### config.mk
export PLATFORM = sky130hd
export DESIGN_NAME = siganfu_gun_controller
export DESIGN_NICKNAME = d
export VERILOG_FILES = /design/src/rtl/siganfu_gun_pkg.sv /design/src/rtl/siganfu_down_timer.sv /design/src/rtl/siganfu_gun_controller.sv
export SDC_FILE = /design/constraint.sdc
export NUM_CORES = 1
export LEC_CHECK = 0
export BUFFER_PORTS_ARGS = -buffer_cell sky130_fd_sc_hd__buf_2
export CAP_MARGIN = 20
export CORE_ASPECT_RATIO = 0.5
export CORE_MARGIN = 8
export CORE_UTILIZATION = 33
export DETAILED_ROUTE_END_ITERATION = 7
export GPL_ROUTABILITY_DRIVEN = 0
export GPL_TIMING_DRIVEN = 0
export PLACE_DENSITY = 0.62
export SYNTH_ARGS = -nofsm -noshare
export SYNTH_HDL_FRONTEND = slang
export SYNTH_SLANG_ARGS = --single-unit
### constraint.sdc
create_clock -name sysclk -period 5 [get_ports sysclk]
set_input_delay 0.5 -clock sysclk [delete_from_list [all_inputs] [get_ports sysclk]]
set_output_delay 0.5 -clock sysclk [all_outputs]
set_load 0.01 [all_outputs]
### src/rtl/siganfu_gun_pkg.sv
// Shared definitions for the siganfu gun controller: state and firing-mode
// encodings plus counter-width helpers.
package siganfu_gun_pkg;

    // Controller states; encoding 3'd7 is unused and recovers to ST_IDLE.
    typedef enum logic [2:0] {
        ST_IDLE     = 3'd0,
        ST_SINGLE   = 3'd1,
        ST_AUTO     = 3'd2,
        ST_BURST    = 3'd3,
        ST_RELOAD   = 3'd4,
        ST_COOLDOWN = 3'd5,
        ST_EMPTY    = 3'd6
    } state_e;

    // firing_mode encodings; 2'b11 falls back to single shot.
    localparam logic [1:0] MODE_SINGLE = 2'b00;
    localparam logic [1:0] MODE_AUTO   = 2'b01;
    localparam logic [1:0] MODE_BURST  = 2'b10;

    // Bits needed to hold values 0..max_val (at least one bit).
    function automatic int unsigned cnt_width(input int unsigned max_val);
        if (max_val == 0) begin
            return 1;
        end
        return $clog2(max_val + 1);
    endfunction

    function automatic int unsigned max2(input int unsigned a, input int unsigned b);
        return (a > b) ? a : b;
    endfunction

endpackage

### src/rtl/siganfu_down_timer.sv
// Saturating down-counter shared by the RELOAD and COOLDOWN phases.
// Ports:
//   clk, rst_n : clock and asynchronous active-low reset
//   load       : load 'value' into the counter this edge
//   value      : cycles remaining minus one at load time
//   done       : registered, high once the counter has reached zero
module siganfu_down_timer #(
    parameter int unsigned W = 4
) (
    input  logic         clk,
    input  logic         rst_n,
    input  logic         load,
    input  logic [W-1:0] value,
    output logic         done
);

    logic [W-1:0] r_cnt;
    logic         r_done;

    // done tracks (r_cnt == 0) but is produced by the register itself.
    always_ff @(posedge clk or negedge rst_n) begin
        if (!rst_n) begin
            r_cnt  <= '0;
            r_done <= 1'b1;
        end else if (load) begin
            r_cnt  <= value;
            r_done <= (value == '0);
        end else begin
            if (r_cnt != '0) begin
                r_cnt <= r_cnt - W'(1);
            end
            r_done <= (r_cnt <= W'(1));
        end
    end

    assign done = r_done;

endmodule

### src/rtl/siganfu_gun_controller.sv
// Machine-gun fire controller: gates every shot on the full safety condition,
// supports single / automatic / burst modes, tracks magazine and spare stock,
// and sequences timed RELOAD and COOLDOWN phases.
// Ports:
//   sysclk, reboot_n  : clock, asynchronous active-low reset
//   target_locked, is_enemy, fire_command, overheat_sensor : safety inputs
//   firing_mode       : 00 single, 01 auto, 10 burst, 11 single
//   current_state     : registered state encoding (0..6)
//   fire_trigger      : one-cycle pulse per round fired
//   criticality_alert : high while in COOLDOWN or EMPTY
//   rounds_left, mags_left : ammunition counters
module siganfu_gun_controller
    import siganfu_gun_pkg::*;
#(
    parameter int unsigned MAG_SIZE        = 25,
    parameter int unsigned MAG_COUNT       = 2,
    parameter int unsigned BURST_LEN       = 3,
    parameter int unsigned RELOAD_CYCLES   = 5,
    parameter int unsigned COOLDOWN_CYCLES = 10
) (
    input  logic                               sysclk,
    input  logic                               reboot_n,
    input  logic                               target_locked,
    input  logic                               is_enemy,
    input  logic                               fire_command,
    input  logic [1:0]                         firing_mode,
    input  logic                               overheat_sensor,
    output logic [2:0]                         current_state,
    output logic                               fire_trigger,
    output logic                               criticality_alert,
    output logic [cnt_width(MAG_SIZE)-1:0]     rounds_left,
    output logic [cnt_width(MAG_COUNT)-1:0]    mags_left
);

    localparam int unsigned RW = cnt_width(MAG_SIZE);
    localparam int unsigned MW = cnt_width(MAG_COUNT);
    localparam int unsigned BW = cnt_width(BURST_LEN);
    localparam int unsigned TW = cnt_width(max2(RELOAD_CYCLES, COOLDOWN_CYCLES));

    localparam logic [RW-1:0] FULL_MAG    = RW'(MAG_SIZE);
    localparam logic [MW-1:0] MAGS_INIT   = MW'(MAG_COUNT);
    localparam logic [BW-1:0] BURST_FULL  = BW'(BURST_LEN);
    localparam logic [TW-1:0] RELOAD_LOAD = TW'(RELOAD_CYCLES - 1);
    localparam logic [TW-1:0] COOL_LOAD   = TW'(COOLDOWN_CYCLES - 1);

    state_e          r_state;
    logic            r_fire;
    logic            r_alert;
    logic [RW-1:0]   r_rounds;
    logic [MW-1:0]   r_mags;
    logic [BW-1:0]   r_burst_cnt;

    state_e          w_nxt;
    state_e          w_dry_state;
    logic            w_fire;
    logic            w_refill;
    logic            w_fire_ok;
    logic            w_mag_empty;
    logic [BW-1:0]   w_burst_cnt;
    logic            w_tmr_load;
    logic [TW-1:0]   w_tmr_value;
    logic            w_tmr_done;

    assign w_fire_ok   = target_locked & is_enemy & fire_command & ~overheat_sensor;
    assign w_mag_empty = (r_rounds == '0);
    // Where an empty magazine leads: reload if stock remains, else terminal.
    assign w_dry_state = (r_mags != '0) ? ST_RELOAD : ST_EMPTY;

    // Next-state, shot and refill decisions.
    always_comb begin
        w_nxt       = r_state;
        w_fire      = 1'b0;
        w_refill    = 1'b0;
        w_burst_cnt = r_burst_cnt;
        case (r_state)
            ST_IDLE: begin
                if (overheat_sensor) begin
                    w_nxt = ST_COOLDOWN;
                end else if (w_fire_ok) begin
                    if (w_mag_empty) begin
                        w_nxt = w_dry_state;
                    end else begin
                        w_fire      = 1'b1;
                        w_burst_cnt = BW'(1);
                        case (firing_mode)
                            MODE_AUTO:   w_nxt = ST_AUTO;
                            MODE_BURST:  w_nxt = ST_BURST;
                            MODE_SINGLE: w_nxt = ST_SINGLE;
                            default:     w_nxt = ST_SINGLE;
                        endcase
                    end
                end
            end
            ST_SINGLE, ST_AUTO, ST_BURST: begin
                if (overheat_sensor) begin
                    w_nxt = ST_COOLDOWN;
                end else if (w_mag_empty) begin
                    w_nxt = w_dry_state;
                end else if (r_state == ST_SINGLE) begin
                    if (!fire_command) begin
                        w_nxt = ST_IDLE;
                    end
                end else if (r_state == ST_AUTO) begin
                    if (w_fire_ok) begin
                        w_fire = 1'b1;
                    end else begin
                        w_nxt = ST_IDLE;
                    end
                end else begin
                    // Burst: keep firing until BURST_LEN shots, abort on any drop.
                    if (r_burst_cnt < BURST_FULL) begin
                        if (w_fire_ok) begin
                            w_fire      = 1'b1;
                            w_burst_cnt = r_burst_cnt + BW'(1);
                        end else begin
                            w_nxt = ST_IDLE;
                        end
                    end else if (!fire_command) begin
                        w_nxt = ST_IDLE;
                    end
                end
            end
            ST_RELOAD: begin
                if (w_tmr_done) begin
                    w_nxt    = ST_IDLE;
                    w_refill = 1'b1;
                end
            end
            ST_COOLDOWN: begin
                if (w_tmr_done && !overheat_sensor) begin
                    w_nxt = w_mag_empty ? w_dry_state : ST_IDLE;
                end
            end
            ST_EMPTY: begin
                w_nxt = ST_EMPTY;
            end
            default: begin
                w_nxt = ST_IDLE;
            end
        endcase
    end

    // Timer is loaded only on entry into a timed phase.
    always_comb begin
        w_tmr_load  = 1'b0;
        w_tmr_value = '0;
        if ((w_nxt == ST_RELOAD) && (r_state != ST_RELOAD)) begin
            w_tmr_load  = 1'b1;
            w_tmr_value = RELOAD_LOAD;
        end else if ((w_nxt == ST_COOLDOWN) && (r_state != ST_COOLDOWN)) begin
            w_tmr_load  = 1'b1;
            w_tmr_value = COOL_LOAD;
        end
    end

    siganfu_down_timer #(
        .W (TW)
    ) u_timer (
        .clk   (sysclk),
        .rst_n (reboot_n),
        .load  (w_tmr_load),
        .value (w_tmr_value),
        .done  (w_tmr_done)
    );

    // State and output registers.
    always_ff @(posedge sysclk or negedge reboot_n) begin
        if (!reboot_n) begin
            r_state     <= ST_IDLE;
            r_fire      <= 1'b0;
            r_alert     <= 1'b0;
            r_rounds    <= FULL_MAG;
            r_mags      <= MAGS_INIT;
            r_burst_cnt <= '0;
        end else begin
            r_state     <= w_nxt;
            r_fire      <= w_fire;
            r_alert     <= (w_nxt == ST_COOLDOWN) || (w_nxt == ST_EMPTY);
            r_burst_cnt <= w_burst_cnt;
            if (w_fire) begin
                r_rounds <= r_rounds - RW'(1);
            end else if (w_refill) begin
                r_rounds <= FULL_MAG;
            end
            if (w_refill) begin
                r_mags <= r_mags - MW'(1);
            end
        end
    end

    assign current_state     = r_state;
    assign fire_trigger      = r_fire;
    assign criticality_alert = r_alert;
    assign rounds_left       = r_rounds;
    assign mags_left         = r_mags;

endmodule

; ---- Word-level counts from Yosys, hierarchy flattened
; Index checks and enable logic that the tools add are counted.
[word_totals]
register_bits = 19
inputBits = 8
[classes]
add_sub_neg = 4
magnitude_cmp = 2
n_eq_ne = 22
mux = 47
bitwise_logic = 4
n_reduce_logical = 15
[ops]
columns = cell, count
row1 = 3-bit two-way mux, 13
row2 = 2-bit two-way mux, 10
row3 = 3-bit equality test (second input constant), 6
row4 = 2-bit inequality test (second input constant), 9
row5 = 4-bit two-way mux, 4
row6 = 3-bit one-hot mux with 5 select lines, 1
row7 = 1-bit two-way mux, 14
row8 = 5-bit two-way mux, 2
row9 = 10-bit AND reduction, 1
row10 = 2-bit one-hot mux with 2 select lines, 2
row11 = 2-bit nonzero test, 4
row12 = 3-bit by 2-bit equality test with 1-bit output (second input constant), 2
row13 = 3-bit inequality test (second input constant), 2
row14 = 5-bit zero test, 1
row15 = 5-bit by 1-bit subtractor with 5-bit output (second input constant), 1
row16 = 4-bit by 1-bit <= comparator with 1-bit output (second input constant), 1
row17 = 4-bit zero test, 1
row18 = 4-bit nonzero test, 1
row19 = 4-bit by 1-bit subtractor with 4-bit output (second input constant), 1
row20 = 1-bit AND, 3
row21 = 3-bit by 1-bit equality test with 1-bit output (second input constant), 1
row22 = 1-bit logical AND, 3
row23 = 3-bit zero test, 1
row24 = 3-bit OR reduction, 1
row25 = 9 further kinds, 9

; ---- Logic depth before layout (Yosys ltp)
[depth]
ltp_word = 16
depth_mapped = 8

; ---- Cells and area by module
; A second synthesis with hierarchy kept.
[hier_totals]
cells_unflattened = 130
hier_area_um2 = 1244.9
[modules_own_cells]
columns = mod, instances, cells_per_inst, area_per_inst_um2, seq_area_each_um2
row1 = siganfu_gun_controller, 1, 102, 947.2, 355.3
row2 = siganfu_down_timer, 1, 28, 297.8, 126.4

; ---- Worst setup path before layout
; No wires, ideal clock.
[synth_timing]
path_type = register to register
startpoint = register r_rounds[1], in the netlist rounds_left[1]
endpoint = register u_timer.r_cnt[2]
arrival_time_ns = 2.146
required_ns = 4.881
slack_ns = 2.735
stages_incl_launch_ff = 9
cell_sequence = dfrtp_1 -> inv_1 -> ha_1 -> or4b_4 -> a221oi_2 -> a21oi_2 -> o41ai_4 -> or3_4 -> a21bo_1
[synth_between]
elab_chain_len = 10
elab_cells_between_ends = 18
cone_classes = eq/ne: 2 / mux: 12 / reduce/logical: 4
[synth_rtl]
columns = item, line
row1 = start: declaration, siganfu_gun_controller.sv:49  ; logic [RW-1:0] r_rounds;
row2 = start signal: assignment, siganfu_gun_controller.sv:181  ; r_rounds <= r_rounds - RW'(1);
row3 = 5-bit zero test (*), siganfu_gun_controller.sv:65  ; assign w_mag_empty = (r_rounds == '0);
row4 = 3-bit two-way mux, siganfu_gun_controller.sv:80  ; if (w_mag_empty) begin
row5 = 3-bit two-way mux, siganfu_gun_controller.sv:79  ; end else if (w_fire_ok) begin
row6 = 3-bit two-way mux, siganfu_gun_controller.sv:77  ; if (overheat_sensor) begin
row7 = 3-bit one-hot mux with 5 select lines (*), siganfu_gun_controller.sv:75  ; case (r_state)
row8 = via w_nxt[1], siganfu_gun_controller.sv:53  ; state_e w_nxt;
row9 = 3-bit equality test, siganfu_gun_controller.sv:150  ; end else if ((w_nxt == ST_COOLDOWN) && (r_state != ST_COOLDOWN)) begin
row10 = 1-bit logical AND, siganfu_gun_controller.sv:150
row11 = 1-bit two-way mux, siganfu_gun_controller.sv:150
row12 = 1-bit two-way mux, siganfu_gun_controller.sv:147  ; if ((w_nxt == ST_RELOAD) && (r_state != ST_RELOAD)) begin
row13 = 4-bit two-way mux / 2-bit nonzero test (equally long branches), --
row14 = end signal: assignment, siganfu_down_timer.sv:26  ; r_cnt <= value;
row15 = end signal: assignment, siganfu_down_timer.sv:30  ; r_cnt <= r_cnt - W'(1);
row16 = end: declaration, siganfu_down_timer.sv:17  ; logic [W-1:0] r_cnt;
; The timed path passes the listed nets; every way through them passes the cells marked *.
; A chain may end at the register's enable or synchronous reset.

; ---- Worst setup path in the final report
; Same ends and word-level chain as after synthesis.

==> summary.txt <==
Place
  • # placed instances: roughly 200
  • DP Wirelength: about 2.0 mm
  • Placed cell area: ~1400 um2
  • Port Buf Inserts: 18

GRT
  • GRT overflow: 0
  • Initial antenna violation count: 0
  • Vias in the first global route: between 1,000 and 1,500
  • First-pass GRT wire length: roughly 4.6 mm
  • Largest net degree at the start of global routing: 20
  • Overall Global Routing Usage: roughly a tenth

Routing
  • DRT iter0 DRCs: just under 50
  • TritonRoute pass-1 iters: 4
  • Residual DRC: 0
  • Vias: between 1,000 and 1,500
  • Drt total wl: 2.69 mm
  • WL per Instance: around 13 um
  • Routed Antenna Nets: 0
  • Vias per std cell: 4.98

Worst setup path
  • Worst path top cell family by delay: compound AO/OA/AOI/OAI gates
  • Crit start category: register
  • CP Max Fanout: 5
  • Slowest cell on the critical path: or4b_4
  • Critical Path RT: around 5200 ps
  • Crit path cell chain: inv_1 > ha_1 > or4b_4 > a221oi_2 > a21oi_2 > o41ai_4 > or3_4 > a21bo_1
  • Worst EP arrival: between 2000 and 3000 ps
  • Critical Path Max Stage Delay: roughly 500 ps
  • Buf/Inv on CP: 1
  • CP Capture Type: register
  • Crit Path Class: register to register

Cells and area
  • Layout cells sized above 1: between 20% and 30%
  • N_diodes: 0
  • Non-Filler Instances: about 210
  • Final-stage net count: between 150 and 200
  • P&R area growth vs syn: 15.9%
  • Design Area, Final: 1460 um2
  • Commonest non-fill, non-tap cell in the layout: buf_2
  • Most frequent cells in the layout: buf_2 (20), nand2_1 (15), dfrtp_1 (14)

Timing
  • Unrepaired setup endpoints after global routing: no
  • Slew headroom: between 30% and 40%
  • Clk_skew: 1.22 ps
  • Final setup TNS: 0 ps
  • Final Hold Viols: 0
  • Fmax: between 0.4 and 0.5 GHz
  • Fin crit period: 2400 ps
  • # setup viols final: 0
  • Fin crit share: between 40% and 50%
  • Final max-slew violation count: 0
  • Least-Margin Pin Slew: 931 ps

Floorplanning
  • I/O Pins: 20
  • Site row count: 15
  • DIE HEIGHT: 59.7 um
  • Placeable core area: around 3500 um2
  • Initial Util: between 30% and 40%
  • Die area: approximately 6200 um2
  • Die Wd: 103 um

Logic synthesis
  • Mapped Area: 1260 um2
  • Synth unique cells: between 40 and 50
  • Mean post-synth cell area: around 9.3 um2
  • Sequential area share after synthesis: around two fifths
  • Gate Count Post-Synth: roughly 140
  • Syn_nets: ~150
  • Register bit total from synthesis: 19
  • Yosys warns: 0

Power
  • VDD IR max: between 0.1 and 0.15 mV
  • Power density over the cells: 515 nW/um2
  • Leak pwr: between 0.6 and 0.7 nW

Clock tree
  • CTS H-tree depth: 1
  • Clk_lat worst skew: approximately 250 ps
  • CTS tree: done
  • Cts hold-fix bufs: 0
  • Clock sinks: 19
  • Root Buffer: clkbuf_8
  • Reg clk slew, reported paths: ~70 ps
  • Total CTS buffers: 3
  • Post_cts resized: 0
  • Post-CTS setup buffers: 0
  • Clock Path Buffers: 2

Min path
  • Min-Delay Path Class: input port to async pin

Job
  • Total of max-cap violations: 0

Status
  • Status: finished clean
[Yosys cell counts, drive strengths merged]
cell type / instances / area [um2]
nand2: 15 / 56.3
o41ai: 1 / 27.5
inv: 10 / 37.5
and2b: 1 / 7.51
buf: 4 / 25.0
o2111ai: 1 / 8.76
a21oi: 8 / 43.8
a22oi: 2 / 15.0
dfstp: 5 / 131
o21bai: 1 / 7.51
a221oi: 1 / 15.0
nor4b: 1 / 15.0
nor4: 3 / 25.0
a2bb2oi: 1 / 8.76
nor2b: 3 / 18.8
o21ai: 10 / 50.1
o21a: 1 / 7.51
a21boi: 2 / 15.0
nand4b: 1 / 23.8
or4b: 2 / 23.8
dfrtp: 14 / 350
mux2: 1 / 11.3
xor2: 1 / 8.76
nand3b: 1 / 7.51
nand3: 3 / 15.0
xnor2: 3 / 26.3
nor2: 13 / 48.8
or3: 3 / 23.8
a21bo: 1 / 10.0
and3: 3 / 21.3
nor3: 5 / 25.0
ha: 8 / 100
o211ai: 1 / 7.51
mux2i: 2 / 20.0
nor3b: 1 / 7.51
nand2b: 1 / 6.26
a31oi: 1 / 6.26
[stage by stage]
step | utilization (%) | hold slack [ps] | setup WS, ps | power, mW
floorplan | - | 204 | 2730 | 0.547
global placement | 39.8 | 457 | 2590 | 0.644
detailed placement | 39.8 | 463 | 2580 | 0.650
CTS | 41.1 | 184 | 2600 | 0.761
global route | 41.1 | 200 | 2420 | 0.828
finish | 41.1 | 178 | 2600 | 0.752
[power breakdown]
group          leakage [nW]  switching [mW]  internal (mW)
clock                0.0255          0.0495         0.0553
sequential            0.229          0.0516          0.223
combinational         0.430           0.205          0.167
[worst paths after layout]
path | to | start | slack, ps | cells past startpoint
max in group asynchronous | mags_left[1] | reboot_n | 4490 | 1
max | u_timer.r_cnt[2] | rounds_left[1] | 2600 | 8
min reg2reg | mags_left[1] | mags_left[1] | 500 | 2
min | r_burst_cnt[0] | reboot_n | 180 | 1
min in group sysclk | mags_left[1] | mags_left[1] | 500 | 2
max reg2reg | u_timer.r_cnt[2] | rounds_left[1] | 2600 | 8
[cell type report]
type / count / area [um2]
clock inverters: 1 / 5.00
repair buffers: 18 / 90.1
multi-input cells: 102 / 714
fillers: 359 / 2090
clock buffers: 3 / 41.3
plain buffers: 4 / 25.0
inverters: 10 / 37.5
well taps: 51 / 63.8
flip-flops and latches: 19 / 482
[cells by family after synthesis]
family | Yosys count | synth area share [%]
compound gates | 31 | 17.7
fa+ha+maj | 8 | 7.95
flops | 19 | 38.3
xor+xnor | 4 | 2.78
simple gates | 56 | 25.8
mux | 3 | 2.49
buf+inv | 14 | 4.97
[layer usage]
metal / GRT usage, % / vias to the layer above / wire [um]
li1: - / 517 / -
met1: 11.5 / 492 / 1320
met2: 15.3 / 25 / 1160
met3: 3.01 / 2 / 186
met4: 3.05 / 0 / 27
met5: 0 / - / 0
[registers in the layout (all words and copies together) (netlist names)]
register and count:
r_burst_cnt 2, criticality_alert 1, rounds_left 5, fire_trigger 1, u_timer.r_cnt 4, current_state 3, mags_left 2, u_timer.done 1
No activity file was read; power rests on OpenSTA's default activity.
